**config.mk**
```make
export PLATFORM = sky130hd
export DESIGN_NAME = gpio_debounce
export DESIGN_NICKNAME = d
export VERILOG_FILES = /design/src/rtl/gpio_debounce.sv
export SDC_FILE = /design/constraint.sdc
export NUM_CORES = 1
export LEC_CHECK = 0
export CORE_AREA = 2 2 177 179
export DETAILED_ROUTE_END_ITERATION = 10
export DIE_AREA = 0 0 179 181
export PLACE_DENSITY = 0.75
export SLEW_MARGIN = 20
export SYNTH_ARGS = -nofsm -noshare
export SYNTH_HDL_FRONTEND = slang
export SYNTH_SLANG_ARGS = --single-unit
export TNS_END_PERCENT = 10
```
**constraint.sdc**
```tcl
create_clock -name clk_i -period 3.1 [get_ports clk_i]
set_input_delay 0.62 -clock clk_i [delete_from_list [all_inputs] [get_ports clk_i]]
set_output_delay 0.62 -clock clk_i [all_outputs]
set_load 0.02 [all_outputs]
```
**src/rtl/gpio_debounce.sv**
```systemverilog
// Per-bit synchroniser and bounce filter for board switches: clean levels plus rise/fall strobes.
// Optional sticky pending flags and an interrupt output, enabled by the macro GPIO_DEBOUNCE_IRQ_EN.
module gpio_debounce #(
  parameter int unsigned     WIDTH           = 16,
  parameter int unsigned     SYNC_STAGES     = 2,
  parameter int unsigned     DEBOUNCE_CYCLES = 1000000,
  parameter logic [WIDTH-1:0] RESET_VAL      = '0
) (
  input  logic             clk_i,
  input  logic             srst_i,
  input  logic [WIDTH-1:0] raw_i,
  output logic [WIDTH-1:0] stable_o,
  output logic [WIDTH-1:0] rise_o,
  output logic [WIDTH-1:0] fall_o
`ifdef GPIO_DEBOUNCE_IRQ_EN
  ,
  input  logic [WIDTH-1:0] clr_i,
  output logic [WIDTH-1:0] pend_o,
  output logic             irq_o
`endif
);

  localparam int unsigned CNT_W = (DEBOUNCE_CYCLES > 1) ? $clog2(DEBOUNCE_CYCLES + 1) : 1;
  localparam logic [CNT_W-1:0] CNT_LAST = CNT_W'(DEBOUNCE_CYCLES - 1);

  logic [SYNC_STAGES-1:0][WIDTH-1:0] sync_q;
  logic [WIDTH-1:0]                  s;

  logic [CNT_W-1:0] cnt_q [WIDTH];
  logic [CNT_W-1:0] cnt_d [WIDTH];
  logic [WIDTH-1:0] stable_q, stable_d;
  logic [WIDTH-1:0] rise_q, rise_d;
  logic [WIDTH-1:0] fall_q, fall_d;

  assign s = sync_q[SYNC_STAGES-1];

  always_ff @(posedge clk_i) begin
    if (srst_i) begin
      sync_q <= {SYNC_STAGES{RESET_VAL}};
    end else begin
      sync_q <= {sync_q[SYNC_STAGES-2:0], raw_i};
    end
  end

  // A bit flips only after DEBOUNCE_CYCLES consecutive mismatching samples;
  // any matching sample in between restarts the count.
  always_comb begin
    stable_d = stable_q;
    rise_d   = '0;
    fall_d   = '0;
    for (int i = 0; i < int'(WIDTH); i++) begin
      cnt_d[i] = '0;
      if (s[i] != stable_q[i]) begin
        if (cnt_q[i] == CNT_LAST) begin
          stable_d[i] = s[i];
          rise_d[i]   = s[i];
          fall_d[i]   = ~s[i];
        end else begin
          cnt_d[i] = cnt_q[i] + CNT_W'(1);
        end
      end
    end
  end

  always_ff @(posedge clk_i) begin
    if (srst_i) begin
      stable_q <= RESET_VAL;
      rise_q   <= '0;
      fall_q   <= '0;
      for (int i = 0; i < int'(WIDTH); i++) begin
        cnt_q[i] <= '0;
      end
    end else begin
      stable_q <= stable_d;
      rise_q   <= rise_d;
      fall_q   <= fall_d;
      for (int i = 0; i < int'(WIDTH); i++) begin
        cnt_q[i] <= cnt_d[i];
      end
    end
  end

  assign stable_o = stable_q;
  assign rise_o   = rise_q;
  assign fall_o   = fall_q;

`ifdef GPIO_DEBOUNCE_IRQ_EN
  logic [WIDTH-1:0] pend_q;
  logic             irq_q;

  // Set has priority over write-1-to-clear in the same cycle.
  always_ff @(posedge clk_i) begin
    if (srst_i) begin
      pend_q <= '0;
      irq_q  <= 1'b0;
    end else begin
      pend_q <= (pend_q & ~clr_i) | rise_q | fall_q;
      irq_q  <= |pend_q;
    end
  end

  assign pend_o = pend_q;
  assign irq_o  = irq_q;
`endif

endmodule

```
==> summary.txt, run 1 <==
post-synth net total: 1,993
Post-Synth Adder-Cell Area: 1.166%
vias in the first global route: 13.33k
# rows: 64
Via Count: 13.87k
Crit Path Class: register to register
CTS Hold Bufs: 0
Main synth FF type: dfxtp_1
Switch Pwr: 2.060 mW
Slew Limit Fails: 0
H-tree depth: 2
Slew HR: 47.40%
Tmin final: 2252 ps
cts repair resizes: 0
Die Area: 32,400 sq um
wire per inst: 13.28 um
Congestion Overflow GR: 0
Post-synth ARST share: 0%
Int Pwr: 8.650 mW
initial core utilization: 56.55%
die height: 181 um
clock root buffer: clkbuf_16
Worst Hold Class: register to register
final hold vios: 0
die span in x: 179 um
Syn Std Cell Area: 17,160 sq um
FMAX: 0.4441 GHz
vias per std cell: 5.652
Sw Ratio: 19.23%
Mapped Cells: 1,959
layout cells sized above 1: 6.511%
Routed WL: 32,590 um
Antenna Violating Nets Remaining: 0
Nets: 2,061
Worst-path clk slew: 60 ps
Worst Tran Pin Value: 788.9 ps
fin cells: 2,454
Area Growth Syn to Fin: 14.95%
antenna violations before repair: 0
Setup TNS Final: 0 ps
IO Pins: 66
largest net degree at the start of global routing: 41
first-pass GRT wire length: 57,710 um
CTS sink cnt: 400
DRT Pass-1 Iters: 5
period utilisation layout: 72.63%
Comb power frac: 1.2%
setup violators final: 0
clk buf depth: 3
LEAKAGE: 5.833 nW
Synth Area in Compound Gates: 8.355%
synth warn: 0
Reg area: 8008 sq um
element type at the critical path end: register
# DRC: 0
CTS tree: yes
GR Util All Layers: 20.38%
Detailed Place HPWL: 22,160 um
largest family of logic cells by synthesized area: simple AND/OR/NAND/NOR gates
Power Dens Cells: 542.9 nW/um^2
EDFF count, synth: 0
CP arrival: 2620 ps
max-cap violations: 0
peak supply drop: 0.0003878 V
Seq cells post-synth: 400
clk_skew: 10.35 ps
Worst-Skew Late Latency: 520 ps
distinct cell type count after synthesis: 50
CP required: 3470 ps
Post-Synth XOR/XNOR Area: 10.51%
Core Footprint: 30,350 sq um
status: finished clean
IO buf count: 65
post-CTS setup buffer count: 0
antenna cells: 0
Multi-input gate area: 8656 sq um
Max FO, Critical Path: 19
Clk pwr share: 50.4%
Sequential Power Share: 48.4%
cts bufs inserted: 44
Synth Area in Simple Gates: 30.28%
Mean Syn Cell Area: 8.761 sq um
Worst Setup Start Kind: register
filler cell count: 2,453
GP Congestion: 0.8176
Iteration-0 DRC Markers: 838
post-synthesis mux area share: 0.05832%
sequential element share of the synthesized area: 46.66%
Placed Cells: 2,377
RSZ-0062 raised after global routing: no
==> worst max-delay path: stages (launching register included) <==
cell and delay [ps]:
dfxtp_1 370, ha_1 260, nand4_4 130, or4_1 560
o21ai_2 660, nor2_1 130
==> logic make-up after synthesis <==
kind of cell | Yosys count
AOI/OAI and AO/OA | 242
xor gates and xnor gates | 206
adders and majority gates | 16
buffers and inverters | 127
DFF | 400
muxes | 1
and+or+nand+nor | 967
==> metrics by stage <==
stage	power [mW]	utilization [%]	setup slack (ps)	hold WS (ps)	area (sq um)
5_1_grt	11.07	65.01	642.5	453.5	19730
3_3_place_gp	5.419	59.95	918.8	415.4	18190
2_1_floorplan	5.369	-	1083	412.9	17160
6_report	10.71	65.01	848.4	433.0	19730
4_1_cts	10.85	65.01	826.2	438.0	19730
3_5_place_dp	5.423	59.95	845.8	423.9	18190
==> power groups by stage <==
stage               clock network (mW)  registers (mW)  logic, mW
floorplan                            0            5.29     0.0763
global placement                     0            5.30      0.122
detailed placement                   0            5.30      0.125
CTS                               5.54            5.18      0.126
global route                      5.75            5.19      0.138
finish                            5.40            5.19      0.124
==> cells in the mapped netlist, types with 2 or more instances <==
master | n | area share [%]
and2_1 | 9 | 0.33
nand3b_1 | 4 | 0.17
or4_1 | 71 | 3.1
o21ai_2 | 3 | 0.15
xnor2_1 | 140 | 7.1
and3b_1 | 2 | 0.10
nor3b_1 | 3 | 0.13
clkbuf_1 | 49 | 1.1
o31ai_1 | 53 | 2.3
buf_4 | 4 | 0.17
inv_1 | 65 | 1.4
o21ai_1 | 4 | 0.12
buf_2 | 8 | 0.23
o21ai_0 | 57 | 1.7
or4_4 | 4 | 0.26
or3b_2 | 6 | 0.31
a31o_2 | 3 | 0.15
a21oi_1 | 111 | 3.2
o41ai_1 | 3 | 0.15
nand2_1 | 105 | 2.3
o21a_1 | 2 | 0.087
or4b_2 | 4 | 0.23
nor4b_1 | 23 | 1.2
nor2_1 | 273 | 6.0
or4b_1 | 3 | 0.17
nand3_1 | 126 | 3.7
nand2b_1 | 4 | 0.15
o21ai_4 | 3 | 0.28
nor3_1 | 42 | 1.2
or3_1 | 56 | 2.0
nor2b_1 | 34 | 1.2
and4_1 | 20 | 1.0
nand4_1 | 68 | 2.5
xor2_1 | 66 | 3.4
and3_1 | 39 | 1.4
or4bb_1 | 2 | 0.13
or2_2 | 15 | 0.55
dfxtp_1 | 400 | 47
nor4_1 | 49 | 1.8
ha_1 | 16 | 1.2
==> cell type report <==
type                       count  share of cell area [%]
clock buffer                  64                   6.678
clock inverter                13                   1.104
inverter                      65                   1.237
multi-input combinational   1432                   43.87
sequential                   400                   40.59
tap                          396                   2.511
timing repair buffer          84                   4.008
==> metal layers <==
| metal | GRT usage, % | vias to the layer above | routed length [um] |
|---|---|---|---|
| met3 | 3.367 | 56 | 1232 |
| li1 | - | 7109 | - |
| met1 | 26.00 | 6481 | 15310 |
| met4 | 5.366 | 0 | 607 |
| met5 | 0 | - | 0 |
| met2 | 35.48 | 224 | 15450 |
==> cells in the final DEF (no fill, tap or decap), types with 4 or more instances in the layout <==
master / n
dfxtp_1: 400
nor2_1: 273
xnor2_1: 140
nand3_1: 126
a21oi_1: 111
nand2_1: 105
or4_1: 71
nand4_1: 68
xor2_1: 66
inv_1: 65
clkdlybuf4s50_1: 64
or3_1: 56
o21ai_0: 54
o31ai_1: 51
nor4_1: 49
clkbuf_16: 45
nor3_1: 42
and3_1: 39
nor2b_1: 34
nor4b_1: 23
and4_1: 20
buf_4: 20
ha_1: 16
or2_2: 15
clkbuf_8: 12
and2_1: 9
o21ai_1: 7
clkbuf_1: 7
or3b_2: 6
bufinv_16: 6
clkinv_2: 6
or4b_2: 4
nand3b_1: 4
or4_4: 4
nand2b_1: 4
==> final timing paths <==
kind / startpoint / depth (start not counted) / slack, ps / endpoint
min reg2reg: sync_q[4] / 1 / 430 / s[4]
min: sync_q[4] / 1 / 430 / s[4]
max: cnt_q[0][140] / 5 / 850 / cnt_q[0][149]
max reg2reg: cnt_q[0][140] / 5 / 850 / cnt_q[0][149]
==> state kept, by name (all words and copies together) (netlist names) <==
| signal | cells |
|---|---|
| cnt_q | 320 |
| fall_o | 16 |
| rise_o | 16 |
| s | 16 |
| stable_o | 16 |
| sync_q | 16 |
(Power assumes the default switching activity.)
==> run 2: changes to the inputs <==
==> constraint.sdc (replaced) <==
create_clock -name clk_i -period 2.1 [get_ports clk_i]
set_input_delay 0.42 -clock clk_i [delete_from_list [all_inputs] [get_ports clk_i]]
set_output_delay 0.42 -clock clk_i [all_outputs]
set_load 0.02 [all_outputs]
==> summary.txt, run 2 (synthesized netlist as in run 1, its figures left out) <==
GR Util All Layers: 20.74%
peak supply drop: 0.0006980 V
antenna cells: 0
worst slack after detailed placement: 24.27 ps
max FFs per register: 320
Max FO, Critical Path: 20
Slew Limit Fails: 0
CTS sink cnt: 400
status: finished clean
Worst Hold Class: input port to register
Routed WL: 33,390 um
initial core utilization: 56.55%
Worst Tran Pin Value: 517.4 ps
IO Pins: 66
max-cap violations: 0
CTS Hold Bufs: 0
final setup margin: 37.24 ps
Via Count: 14.08k
Slew HR: 65.24%
# rows: 64
H-tree depth: 2
die height: 181 um
commonest non-fill, non-tap cell in the layout: dfxtp_1
antenna violations before repair: 0
Worst Setup Start Kind: register
GP Congestion: 0.8235
largest net degree at the start of global routing: 36
Iteration-0 DRC Markers: 874
Area Growth Syn to Fin: 17.45%
Power Dens Cells: 766.1 nW/um^2
element type at the critical path end: register
post-CTS setup buffer count: 0
clock root buffer: clkbuf_16
DRT Pass-1 Iters: 5
Die Area: 32,400 sq um
vias in the first global route: 13.33k
fin cells: 2,507
vias per std cell: 5.617
CP required: 2520 ps
Crit Path Class: register to register
Nets: 2,114
layout cells sized above 1: 9.095%
RSZ-0062 raised after global routing: yes
Worst-path clk slew: 60 ps
Setup TNS Final: 0 ps
Placed Cells: 2,431
Detailed Place HPWL: 22,900 um
IO buf count: 65
largest reg by FF count: cnt_q
cts bufs inserted: 43
Worst-Skew Late Latency: 530 ps
Antenna Violating Nets Remaining: 0
CTS tree: yes
wire per inst: 13.32 um
period utilisation layout: 98.23%
clk buf depth: 3
die span in x: 179 um
Tmin final: 2063 ps
FMAX: 0.4848 GHz
most frequent cells in the layout: 399 x dfxtp_1, 273 x nor2_1, 140 x xnor2_1
LEAKAGE: 6.087 nW
final hold vios: 0
clk_skew: 10.55 ps
Congestion Overflow GR: 0
first-pass GRT wire length: 58,500 um
CP arrival: 2480 ps
Core Footprint: 30,350 sq um
# DRC: 0
setup violators final: 0
-- run 2: changes by cell type in the layout (fill, tap and decap cells not counted), sizes merged --
cell      before  now
bufinv         6    4
buf           20   74
clkbuf        64   62
clkinv         6    8
clkinvlp       1    2
-- run 2: critical path, cell delays in order (launching register included) --
cell and delay, ps:
dfxtp_1 320, or4b_2 660, or4_4 590, o21ai_4 160, buf_12 160, a21oi_1 50
-- run 2: timing repair --
item | CTS | global route
gates resized for setup | 0 | 10
endpoints found under the hold margin | 0 | 0
endpoints found under the setup margin | 0 | 48
-- run 2: per-stage QoR --
stage | total power, mW | hold slack, ps | utilization (%) | area [sq um]
after floorplan | 7.926 | 412.9 | - | 17160
after CTS | 15.64 | 205.7 | 66.29 | 20120
after global routing | 15.98 | 213.7 | 66.42 | 20160
final | 15.44 | 219.6 | 66.42 | 20160
after global placement | 8.013 | 416.0 | 61.53 | 18670
after detailed placement | 8.019 | 423.9 | 61.53 | 18670
-- run 2: worst paths after layout --
path	slack, ps	from	depth (start not counted)	endpoint
setup / recovery	40	cnt_q[1][51]	5	cnt_q[1][57]
hold / removal	220	srst_i	2	stable_o[0]
setup reg to reg	40	cnt_q[1][51]	5	cnt_q[1][57]
hold reg to reg	440	sync_q[8]	1	s[8]
-- run 2: layout make-up --
type                       count  area [sq um]
inverter                      65         244.0
fill                        2471         10190
timing repair buffer         138          1279
tap                          396         495.5
sequential                   400          8009
multi-input combinational   1432          8685
clock inverter                14         175.2
clock buffer                  62          1270
-- run 2: where the power goes --
group          leakage [nW]  internal (mW)  switching, mW
clock                 0.711           4.68           2.91
combinational          2.15         0.0934          0.107
sequential             3.23           7.63         0.0266
total                  6.09           12.4           3.04
-- run 2: metal layers --
layer,vias to the layer above,part of all wire [%],global-route usage [%]
met2,175,48,35.85
met5,-,0,0
met3,55,3.1,3.220
li1,7222,-,-
met1,6631,47,26.76
met4,0,1.9,5.561
==> run 3: changes to the inputs <==
--- a/config.mk
+++ b/config.mk
@@ -6,10 +6,11 @@
 export NUM_CORES = 1
 export LEC_CHECK = 0
 export CORE_AREA = 2 2 177 179
+export CTS_BUF_LIST = sky130_fd_sc_hd__clkbuf_2 sky130_fd_sc_hd__clkbuf_4 sky130_fd_sc_hd__clkbuf_8
 export DETAILED_ROUTE_END_ITERATION = 10
 export DIE_AREA = 0 0 179 181
 export PLACE_DENSITY = 0.75
-export SLEW_MARGIN = 20
+export SLEW_MARGIN = 40
 export SYNTH_ARGS = -nofsm -noshare
 export SYNTH_HDL_FRONTEND = slang
 export SYNTH_SLANG_ARGS = --single-unit
==> summary.txt, run 3 (synthesized netlist as in run 1, its figures left out) <==
first-pass GRT wire length: 58,820 um
met1 WL: 15,930 um
layout cells sized above 1: 10.90%
clk buf depth: 3
cts repair resizes: 0
most frequent cells in the layout: 400 x dfxtp_1, 273 x nor2_1, 140 x xnor2_1
Area Growth Syn to Fin: 16.90%
Slew Limit Fails: 0
filler cell count: 2,479
status: finished clean
wire per inst: 13.27 um
max FFs per register: 320
Congestion Overflow GR: 0
# rows: 64
Int Pwr: 11.67 mW
largest reg by FF count: cnt_q
Sequential Power Share: 52.1%
CP required: 2530 ps
H-tree depth: 3
clock root buffer: clkbuf_8
Via Count: 14.25k
Reg area: 8008 sq um
LEAKAGE: 6.108 nW
Max FO, Critical Path: 20
setup violators final: 0
element type at the critical path end: register
hold_ws: 196.3 ps
FMAX: 0.4806 GHz
Switch Pwr: 3.038 mW
final core occ: 66.11%
Crit Path Class: register to register
Power Dens Cells: 732.9 nW/um^2
largest net degree at the start of global routing: 36
CTS sink cnt: 400
Comb power frac: 1.4%
max-cap violations: 0
Sw Ratio: 20.66%
Tmin final: 2081 ps
vias in the first global route: 13.52k
IO buf count: 65
Slew HR: 64.94%
CTS Hold Bufs: 0
cts bufs inserted: 68
Setup TNS Final: 0 ps
post-CTS setup buffer count: 0
antenna violations before repair: 0
GR Util All Layers: 20.93%
IO Pins: 66
met3 WL: 1170 um
Worst-Skew Late Latency: 580 ps
vias per std cell: 5.604
Core Footprint: 30,350 sq um
antenna cells: 0
period utilisation layout: 99.09%
final hold vios: 0
CP arrival: 2520 ps
Routed WL: 33,750 um
DRT Pass-1 Iters: 5
Worst-path clk slew: 60 ps
clk_skew: 33.56 ps
final setup margin: 19.18 ps
Clk pwr share: 46.6%
Multi-input gate area: 8688 sq um
Worst Hold Class: input port to register
RSZ-0062 raised after global routing: yes
# DRC: 0
Nets: 2,139
CTS tree: yes
top layer in use: met4
Die Area: 32,400 sq um
die height: 181 um
Worst Tran Pin Value: 521.9 ps
die span in x: 179 um
Antenna Violating Nets Remaining: 0
commonest non-fill, non-tap cell in the layout: dfxtp_1
Iteration-0 DRC Markers: 829
met2 wire len: 15,900 um
Worst Setup Start Kind: register
peak supply drop: 0.0005778 V
Detailed Place HPWL: 22,900 um
worst slack after detailed placement: 24.27 ps
initial core utilization: 56.55%
Worst R2R Setup Slack: 20 ps
GP Congestion: 0.8235
run 3: path summary, 6_finish.rpt:
path                 from           end  depth (start not counted)
max          cnt_q[1][51]  cnt_q[1][57]                          5
min                srst_i         s[10]                          2
max reg2reg  cnt_q[1][51]  cnt_q[1][57]                          5
min reg2reg     sync_q[4]          s[4]                          1
run 3: power groups by stage:
stage | clock network, mW | registers [mW] | logic (mW)
floorplan | 0 | 7.81 | 0.113
global placement | 0 | 7.82 | 0.195
detailed placement | 0 | 7.82 | 0.199
CTS | 7.04 | 7.66 | 0.201
global route | 7.38 | 7.66 | 0.221
finish | 6.85 | 7.66 | 0.200
run 3: worst max-delay path, stage by stage, from the launching register on:
cell	delay [ps]
dfxtp_1	320
or4b_2	660
or4_4	590
o21ai_4	170
buf_12	170
a21oi_1	50
run 3: per-layer routing:
metal / track usage [%] / vias up
li1: - / 7270
met1: 26.59 / 6689
met2: 35.69 / 219
met3: 3.598 / 74
met4: 7.122 / 0
met5: 0 / -
run 3: cell type report:
type                    count  share of cell area [%]
repair buffers            138                   6.386
multi-input cells        1432                   43.31
clock buffers             107                   6.561
well taps                 396                   2.470
inverters                  65                   1.216
flip-flops and latches    400                   39.91
clock inverters             5                  0.1497
run 3: per-stage QoR:
step	cells	area (sq um)	total power, mW
after floorplan	1959	17160	7.926
final	2543	20060	14.70
after global placement	2431	18670	8.013
after detailed placement	2431	18670	8.019
after CTS	2543	20020	14.90
after global routing	2543	20060	15.25
